File: config.mk
export PLATFORM = sky130hd
export DESIGN_NAME = instr_loader
export DESIGN_NICKNAME = d
export VERILOG_FILES = /design/src/rtl/loader_pkg.sv /design/src/rtl/word_assembler.sv /design/src/rtl/instr_loader.sv
export SDC_FILE = /design/constraint.sdc
export NUM_CORES = 1
export LEC_CHECK = 0
export CAP_MARGIN = 10
export CORE_ASPECT_RATIO = 0.7
export CORE_MARGIN = 2
export CORE_UTILIZATION = 30
export CTS_BUF_LIST = sky130_fd_sc_hd__clkbuf_16
export CTS_CLUSTER_DIAMETER = 50
export CTS_CLUSTER_SIZE = 28
export DETAILED_ROUTE_END_ITERATION = 10
export RECOVER_POWER = 100
export SYNTH_ARGS = -nofsm -noshare
export SYNTH_HDL_FRONTEND = slang
export SYNTH_HIERARCHICAL = 1
export SYNTH_SLANG_ARGS = --single-unit
File: constraint.sdc
create_clock -name CLK -period 10.4 [get_ports CLK]
set_clock_uncertainty 0.05 [all_clocks]
set_input_delay 2.08 -clock CLK [delete_from_list [all_inputs] [get_ports CLK]]
set_output_delay 2.08 -clock CLK [all_outputs]
set_load 0.01 [all_outputs]
File: src/rtl/loader_pkg.sv
// Shared types and constants for the instruction loader.
// Latency: n/a (types only).
// Backpressure: n/a. Optional macro LOADER_CHECKSUM_EN adds the CHK state.
package loader_pkg;

  localparam int          BYTES_PER_WORD    = 4;
  localparam logic [31:0] DEFAULT_BASE_ADDR = 32'hBFC00000;

  typedef enum logic [2:0] {
    ST_IDLE = 3'd0,
    ST_LEN0 = 3'd1,
    ST_LEN1 = 3'd2,
    ST_DATA = 3'd3,
`ifdef LOADER_CHECKSUM_EN
    ST_CHK  = 3'd4,
`endif
    ST_DONE = 3'd5,
    ST_ERR  = 3'd6
  } loader_state_t;

endpackage

File: src/rtl/word_assembler.sv
// Purpose: packs accepted bytes little-endian into a word; flags the 4th byte.
// Latency: combinational word_vld_o/word_dat_o on the accepting cycle; caller registers them.
// Backpressure: none of its own; byte_vld_i must already be a completed transfer.
// Ports: clk_i/rst_i (async active-high), clr_i drops any partial word,
//        byte_vld_i/byte_dat_i accepted byte, word_vld_o/word_dat_o completed word.
module word_assembler
  import loader_pkg::*;
#(
  parameter int WIDTH = 32
) (
  input  logic             clk_i,
  input  logic             rst_i,
  input  logic             clr_i,
  input  logic             byte_vld_i,
  input  logic [7:0]       byte_dat_i,
  output logic             word_vld_o,
  output logic [WIDTH-1:0] word_dat_o
);

  logic [1:0]       cnt_q;
  logic [WIDTH-1:0] word_q;
  logic [WIDTH-1:0] word_d;
  logic             last_lane;

  assign last_lane = (cnt_q == 2'(BYTES_PER_WORD - 1));

  // The current byte lands in the lane selected by the byte counter, so the
  // full word is visible in the same cycle as its last byte.
  always_comb begin
    word_d = word_q;
    word_d[{cnt_q, 3'b000} +: 8] = byte_dat_i;
  end

  assign word_vld_o = byte_vld_i && last_lane;
  assign word_dat_o = word_d;

  always_ff @(posedge clk_i or posedge rst_i) begin
    if (rst_i) begin
      cnt_q  <= '0;
      word_q <= '0;
    end else if (clr_i) begin
      cnt_q  <= '0;
      word_q <= '0;
    end else if (byte_vld_i) begin
      cnt_q  <= cnt_q + 2'd1;
      word_q <= last_lane ? '0 : word_d;
    end
  end

endmodule

File: src/rtl/instr_loader.sv
// Purpose: byte-serial program loader writing little-endian words to instruction memory; holds CPU in reset.
// Latency: mem_we/mem_addr/mem_wdata valid the cycle after the 4th byte of a word is accepted.
// Backpressure: byte_ready is a registered level (LEN0/LEN1/DATA/CHK); stalls on byte_valid are tolerated.
// Ports: CLK, rst (async active-high), start pulse, byte_valid/byte_data/byte_ready stream,
//        mem_we/mem_addr/mem_wdata write port, cpu_rst, done, err status levels.
// Macro LOADER_CHECKSUM_EN: adds a trailing XOR checksum byte checked in the CHK state.
module instr_loader
  import loader_pkg::*;
#(
  parameter int               WIDTH     = 32,
  parameter logic [WIDTH-1:0] BASE_ADDR = WIDTH'(DEFAULT_BASE_ADDR),
  parameter int               MAX_WORDS = 1024
) (
  input  logic             CLK,
  input  logic             rst,
  input  logic             start,
  input  logic             byte_valid,
  input  logic [7:0]       byte_data,
  output logic             byte_ready,
  output logic             mem_we,
  output logic [WIDTH-1:0] mem_addr,
  output logic [WIDTH-1:0] mem_wdata,
  output logic             cpu_rst,
  output logic             done,
  output logic             err
);

  localparam logic [15:0] MAX_LEN = 16'(MAX_WORDS);

  loader_state_t    state_q;
  logic [15:0]      len_q;
  logic [15:0]      wcnt_q;
  logic [WIDTH-1:0] next_addr_q;
  logic             byte_ready_q;
  logic             mem_we_q;
  logic [WIDTH-1:0] mem_addr_q;
  logic [WIDTH-1:0] mem_wdata_q;
  logic             cpu_rst_q;
  logic             done_q;
  logic             err_q;
`ifdef LOADER_CHECKSUM_EN
  logic [7:0]       xor_q;
`endif

  logic             take;
  logic             start_ok;
  logic [15:0]      len_d;
  logic [15:0]      wcnt_d;
  logic             word_vld;
  logic [WIDTH-1:0] word_dat;

  assign take     = byte_valid && byte_ready_q;
  assign start_ok = start && (state_q == ST_IDLE || state_q == ST_DONE || state_q == ST_ERR);
  assign len_d    = {byte_data, len_q[7:0]};
  assign wcnt_d   = wcnt_q + 16'd1;

  word_assembler #(.WIDTH(WIDTH)) u_asm (
    .clk_i      (CLK),
    .rst_i      (rst),
    .clr_i      (start_ok),
    .byte_vld_i (take && (state_q == ST_DATA)),
    .byte_dat_i (byte_data),
    .word_vld_o (word_vld),
    .word_dat_o (word_dat)
  );

  always_ff @(posedge CLK or posedge rst) begin
    if (rst) begin
      state_q      <= ST_IDLE;
      len_q        <= '0;
      wcnt_q       <= '0;
      next_addr_q  <= BASE_ADDR;
      byte_ready_q <= 1'b0;
      mem_we_q     <= 1'b0;
      mem_addr_q   <= BASE_ADDR;
      mem_wdata_q  <= '0;
      cpu_rst_q    <= 1'b1;
      done_q       <= 1'b0;
      err_q        <= 1'b0;
`ifdef LOADER_CHECKSUM_EN
      xor_q        <= '0;
`endif
    end else begin
      mem_we_q <= 1'b0;
      if (start_ok) begin
        state_q      <= ST_LEN0;
        len_q        <= '0;
        wcnt_q       <= '0;
        next_addr_q  <= BASE_ADDR;
        byte_ready_q <= 1'b1;
        cpu_rst_q    <= 1'b1;
        done_q       <= 1'b0;
        err_q        <= 1'b0;
`ifdef LOADER_CHECKSUM_EN
        xor_q        <= '0;
`endif
      end else if (take) begin
        case (state_q)
          ST_LEN0: begin
            len_q[7:0] <= byte_data;
            state_q    <= ST_LEN1;
          end
          ST_LEN1: begin
            len_q[15:8] <= byte_data;
            if (len_d == 16'd0) begin
`ifdef LOADER_CHECKSUM_EN
              state_q      <= ST_CHK;
`else
              state_q      <= ST_DONE;
              byte_ready_q <= 1'b0;
              done_q       <= 1'b1;
              cpu_rst_q    <= 1'b0;
`endif
            end else if (len_d > MAX_LEN) begin
              state_q      <= ST_ERR;
              byte_ready_q <= 1'b0;
              err_q        <= 1'b1;
            end else begin
              state_q <= ST_DATA;
            end
          end
          ST_DATA: begin
`ifdef LOADER_CHECKSUM_EN
            xor_q <= xor_q ^ byte_data;
`endif
            if (word_vld) begin
              mem_we_q    <= 1'b1;
              mem_addr_q  <= next_addr_q;
              mem_wdata_q <= word_dat;
              next_addr_q <= next_addr_q + WIDTH'(BYTES_PER_WORD);
              wcnt_q      <= wcnt_d;
              if (wcnt_d == len_q) begin
`ifdef LOADER_CHECKSUM_EN
                state_q      <= ST_CHK;
`else
                state_q      <= ST_DONE;
                byte_ready_q <= 1'b0;
                done_q       <= 1'b1;
                cpu_rst_q    <= 1'b0;
`endif
              end
            end
          end
`ifdef LOADER_CHECKSUM_EN
          ST_CHK: begin
            byte_ready_q <= 1'b0;
            if (byte_data == xor_q) begin
              state_q   <= ST_DONE;
              done_q    <= 1'b1;
              cpu_rst_q <= 1'b0;
            end else begin
              state_q <= ST_ERR;
              err_q   <= 1'b1;
            end
          end
`endif
          default: ;
        endcase
      end
    end
  end

  assign byte_ready = byte_ready_q;
  assign mem_we     = mem_we_q;
  assign mem_addr   = mem_addr_q;
  assign mem_wdata  = mem_wdata_q;
  assign cpu_rst    = cpu_rst_q;
  assign done       = done_q;
  assign err        = err_q;

endmodule

==> metrics.yaml <==
synth:
  synth_edf_count: 0
  synth_cells: 911
  synthDistinctLibCells: 73
  synth-seq-cells: 166
  yosysSeqAreaShare_pct: 50.2
  synth_area_per_cell_um2: 9.13
  syn_area_mm2: 0.00832
  yosysWarnings: 6
  ys.flop_type: "dfrtp_1"
  synthArstFlopShare_pct: 100
timing:
  final_max_slew_viol_count: 183
  clock.fmax_mhz: 136
  period_minus_slack_ns: 7.33
  final-hold-violation-count: 0
  setup_viol: 0
  fin_tns_setup_ns: 0
  fin_crit_sh_pct: 70.5
  worstMarginPinSlew_ns: 3.23
  rsz0062_at_grt: "no"
  relSlewSlack_pct: -116
floorplanning:
  die_y_um: 143
  io_pins: 81
  die_w_um: 203
  start_util_pct: 30.8
  core_area_mm2: 0.0270
  std_cell_rows: 50
  die_area_mm2: 0.0291
setup_path:
  worstPathArrival_ns: 7.60
  cp-start-kind: "input pin"
  rr_endpoint: "wcnt_q[13]"
  r2r-start: "state_q[1]"
  worstPathCellList: "dlygate4sd3_1 > nand2_1 > nor2_1 > and2_0 > nand2_1 > or2_4 > inv_1 > clkbuf_1 > nand2_1 > o41ai_1"
  worstSetupPathType: "input pin to flop"
  crit_top_cell: "nand2_1"
  crit_required_ns: 10.68
  cp_max_fo: 92
  cpMaxStageDelayCell: "clkbuf_1"
  slowest_delay_ns: 2.19
  cp-end-kind: "flop"
  reg2reg_depth: 10
  rrSetupSlack_ns: 4.60
worst_hold_path:
  min_from: "mem_addr[31]"
  hold_path_end: "mem_addr[31]"
  whs_path_depth: 2
  min_path_type: "flop to flop"
cts:
  cts_tree: "built"
  clockBufferDepth: 2
  cts_setup_buffers: 0
  htree_levels: 4
  clock_latency_ns: 0.43
  cts_made_buffers: 17
  holdBufCountCts: 0
  cts_resized: 0
  cts.clk_slew.worst_paths_ns: 0.07
  cts_sinks: 166
  cts_root_buffer: "clkbuf_16"
finish:
  fin_nets: 977
  diodes: 0
  instances_no_fill: 1334
  drive_above_1_share_pct: 7.11
  syn2layout_area_growth_pct: 18.4
  stdcell_area_mm2: 0.00985
place:
  hpwl_mm: 14.1
  placedCellCount: 1302
  place.gp.congestion: 0.818
  io_buffer_count: 78
  dpl-instance-area_mm2: 0.00929
grt:
  grtUsageMet3_pct: 3.58
  grt_most_used_layer: "met1"
  antenna_found_initial: 0
  grt_max_degree: 93
  grt_pass1_vias: 6260
  grtUsageMet1_pct: 24.1
  use_met2_pct: 20.9
  gr-total-overflow: 0
  grt_pass1_wl_mm: 35.2
  grtUsageTotal_pct: 15.4
outcome:
  violations: "capacitance limit, slew limit"
  status: "finished with violations"
drt:
  vias: 6745
  drtIter0Drc: 490
  wl_per_cell_um: 16.1
  drc: 0
  drt-total-wl_mm: 21.5
  postRouteAntennaNets: 0
  vias_per_cell: 5.06
  dr.pass1.iters: 5
pwr:
  intPower_w: 0.00139
  seq_power_share_pct: 42.0
  p_leak_nw: 4.55
  max-vdd-ir-drop_mv: 0.110
  pwr_density_cell_mw_per_mm2: 212
  switchingPower_w: 0.000692
  p_sw_share_pct: 33.2
  clock_power_share_pct: 32.6
  combPwrFrac_pct: 25.3
job:
  maxCapViolations: 4
metrics by stage:
| step | utilization [%] | setup WS, ns | total power (W) | hold slack (ns) |
|---|---|---|---|---|
| after floorplan | - | 4.78 | 0.00127 | 0.391 |
| after detailed placement | 34.4 | 4.51 | 0.00143 | 0.400 |
| after CTS | 36.7 | 5.00 | 0.00212 | 0.411 |
| final | 36.5 | 3.07 | 0.00208 | 0.406 |
| after global routing | 36.5 | 2.42 | 0.00221 | 0.427 |
| after global placement | 34.4 | 4.64 | 0.00142 | 0.397 |
how the worst max path moves through the flow:
stage	cells after the start	from	endpoint
2_1_floorplan	1	rst	byte_ready
3_3_place_gp	9	byte_valid	next_addr_q[19]
3_5_place_dp	10	byte_valid	wcnt_q[13]
4_1_cts	9	byte_valid	next_addr_q[19]
5_1_grt	10	byte_valid	wcnt_q[13]
6_report	10	byte_valid	wcnt_q[13]
cell usage in the layout, fill, tap and decap left out, types with 12 or more instances in the layout:
cell and n:
a21oi_1 20, a22o_1 36, clkbuf_16 17, dfrtp_1 147, dfstp_2 19, dlygate4sd3_1 71, inv_1 38, nand2_1 249
nand3_1 20, nand4_1 12, nor2_1 53, o21ai_0 71, xnor2_1 28
critical path, delay by kind of cell:
kind,cells,cell delay (ns)
buffers and inverters,3,3.21
and+or+nand+nor,6,1.87
AOI/OAI and AO/OA,1,0.38
synth_stat cells, types with 3 or more instances:
cell type / count / area (µm²)
nand2_1: 249 / 935
dfrtp_1: 147 / 3680
o21ai_0: 71 / 355
nor2_1: 51 / 191
inv_1: 38 / 143
a22o_1: 36 / 315
xnor2_1: 28 / 245
clkbuf_1: 23 / 86.3
a21oi_1: 20 / 100
nand3_1: 20 / 100
dfstp_2: 19 / 499
nand4_1: 12 / 75.1
a31oi_1: 11 / 68.8
buf_2: 11 / 55.1
mux2i_1: 10 / 100
or3_1: 10 / 62.6
xor2_1: 10 / 87.6
buf_1: 9 / 33.8
buf_4: 9 / 67.6
ha_1: 8 / 100
nor3_1: 8 / 40.0
o31ai_1: 8 / 60.1
and4_1: 6 / 52.6
o21a_1: 6 / 45.0
and3_1: 5 / 31.3
nand2b_1: 5 / 31.3
nor2b_1: 5 / 31.3
nor4_1: 5 / 31.3
o22ai_1: 5 / 31.3
a32o_1: 4 / 40.0
clkbuf_8: 4 / 55.1
nor3_2: 4 / 40.0
nand4b_1: 3 / 26.3
o211ai_1: 3 / 22.5
state kept, by name, summed over array words and instances, names as in the netlist:
name and cells:
byte_ready 1, cpu_rst 1, done 1, err 1, len_q 16, mem_addr 30, mem_wdata 32, mem_we 1
next_addr_q 30, state_q 3, u_asm/cnt_q 2, u_asm/word_q 32, wcnt_q 16
kinds of logic (layout without fill, tap and decap cells):
kind of cell	after synthesis	after routing	synth area share, %
AND/OR/NAND/NOR	405	405	22.6
AO/OA/AOI/OAI	185	185	15.0
flip-flops	166	166	50.2
buffers and inverters	97	155	5.61
XOR/XNOR	38	38	4.00
multiplexers	11	11	1.34
adder cells (fa/ha/maj)	8	8	1.20
other	1	2	0.0451
final cells by class:
cell class              count  area (µm²)
fillers                  2790       17200
flip-flops and latches    166        4180
multi-input cells         649        3630
repair buffers             84         815
well taps                 364         455
clock buffers              17         425
clock inverters            15         200
inverters                  39         148
power by group through the flow:
| stage | Sequential (W) | Clock, W | Combinational (W) |
|---|---|---|---|
| after floorplan | 0.000845 | 0 | 0.000426 |
| after global placement | 0.000884 | 0 | 0.000532 |
| after detailed placement | 0.000886 | 0 | 0.000540 |
| after CTS | 0.000876 | 0.000696 | 0.000544 |
| after global routing | 0.000892 | 0.000725 | 0.000589 |
| final | 0.000876 | 0.000681 | 0.000528 |
layer usage:
metal / part of all wire [%] / vias up
met3: 5.8 / 17
met5: 0 / -
met2: 41 / 214
li1: - / 3199
met1: 52 / 3315
met4: 0.98 / 0
Power figures use the tool's default switching activity.
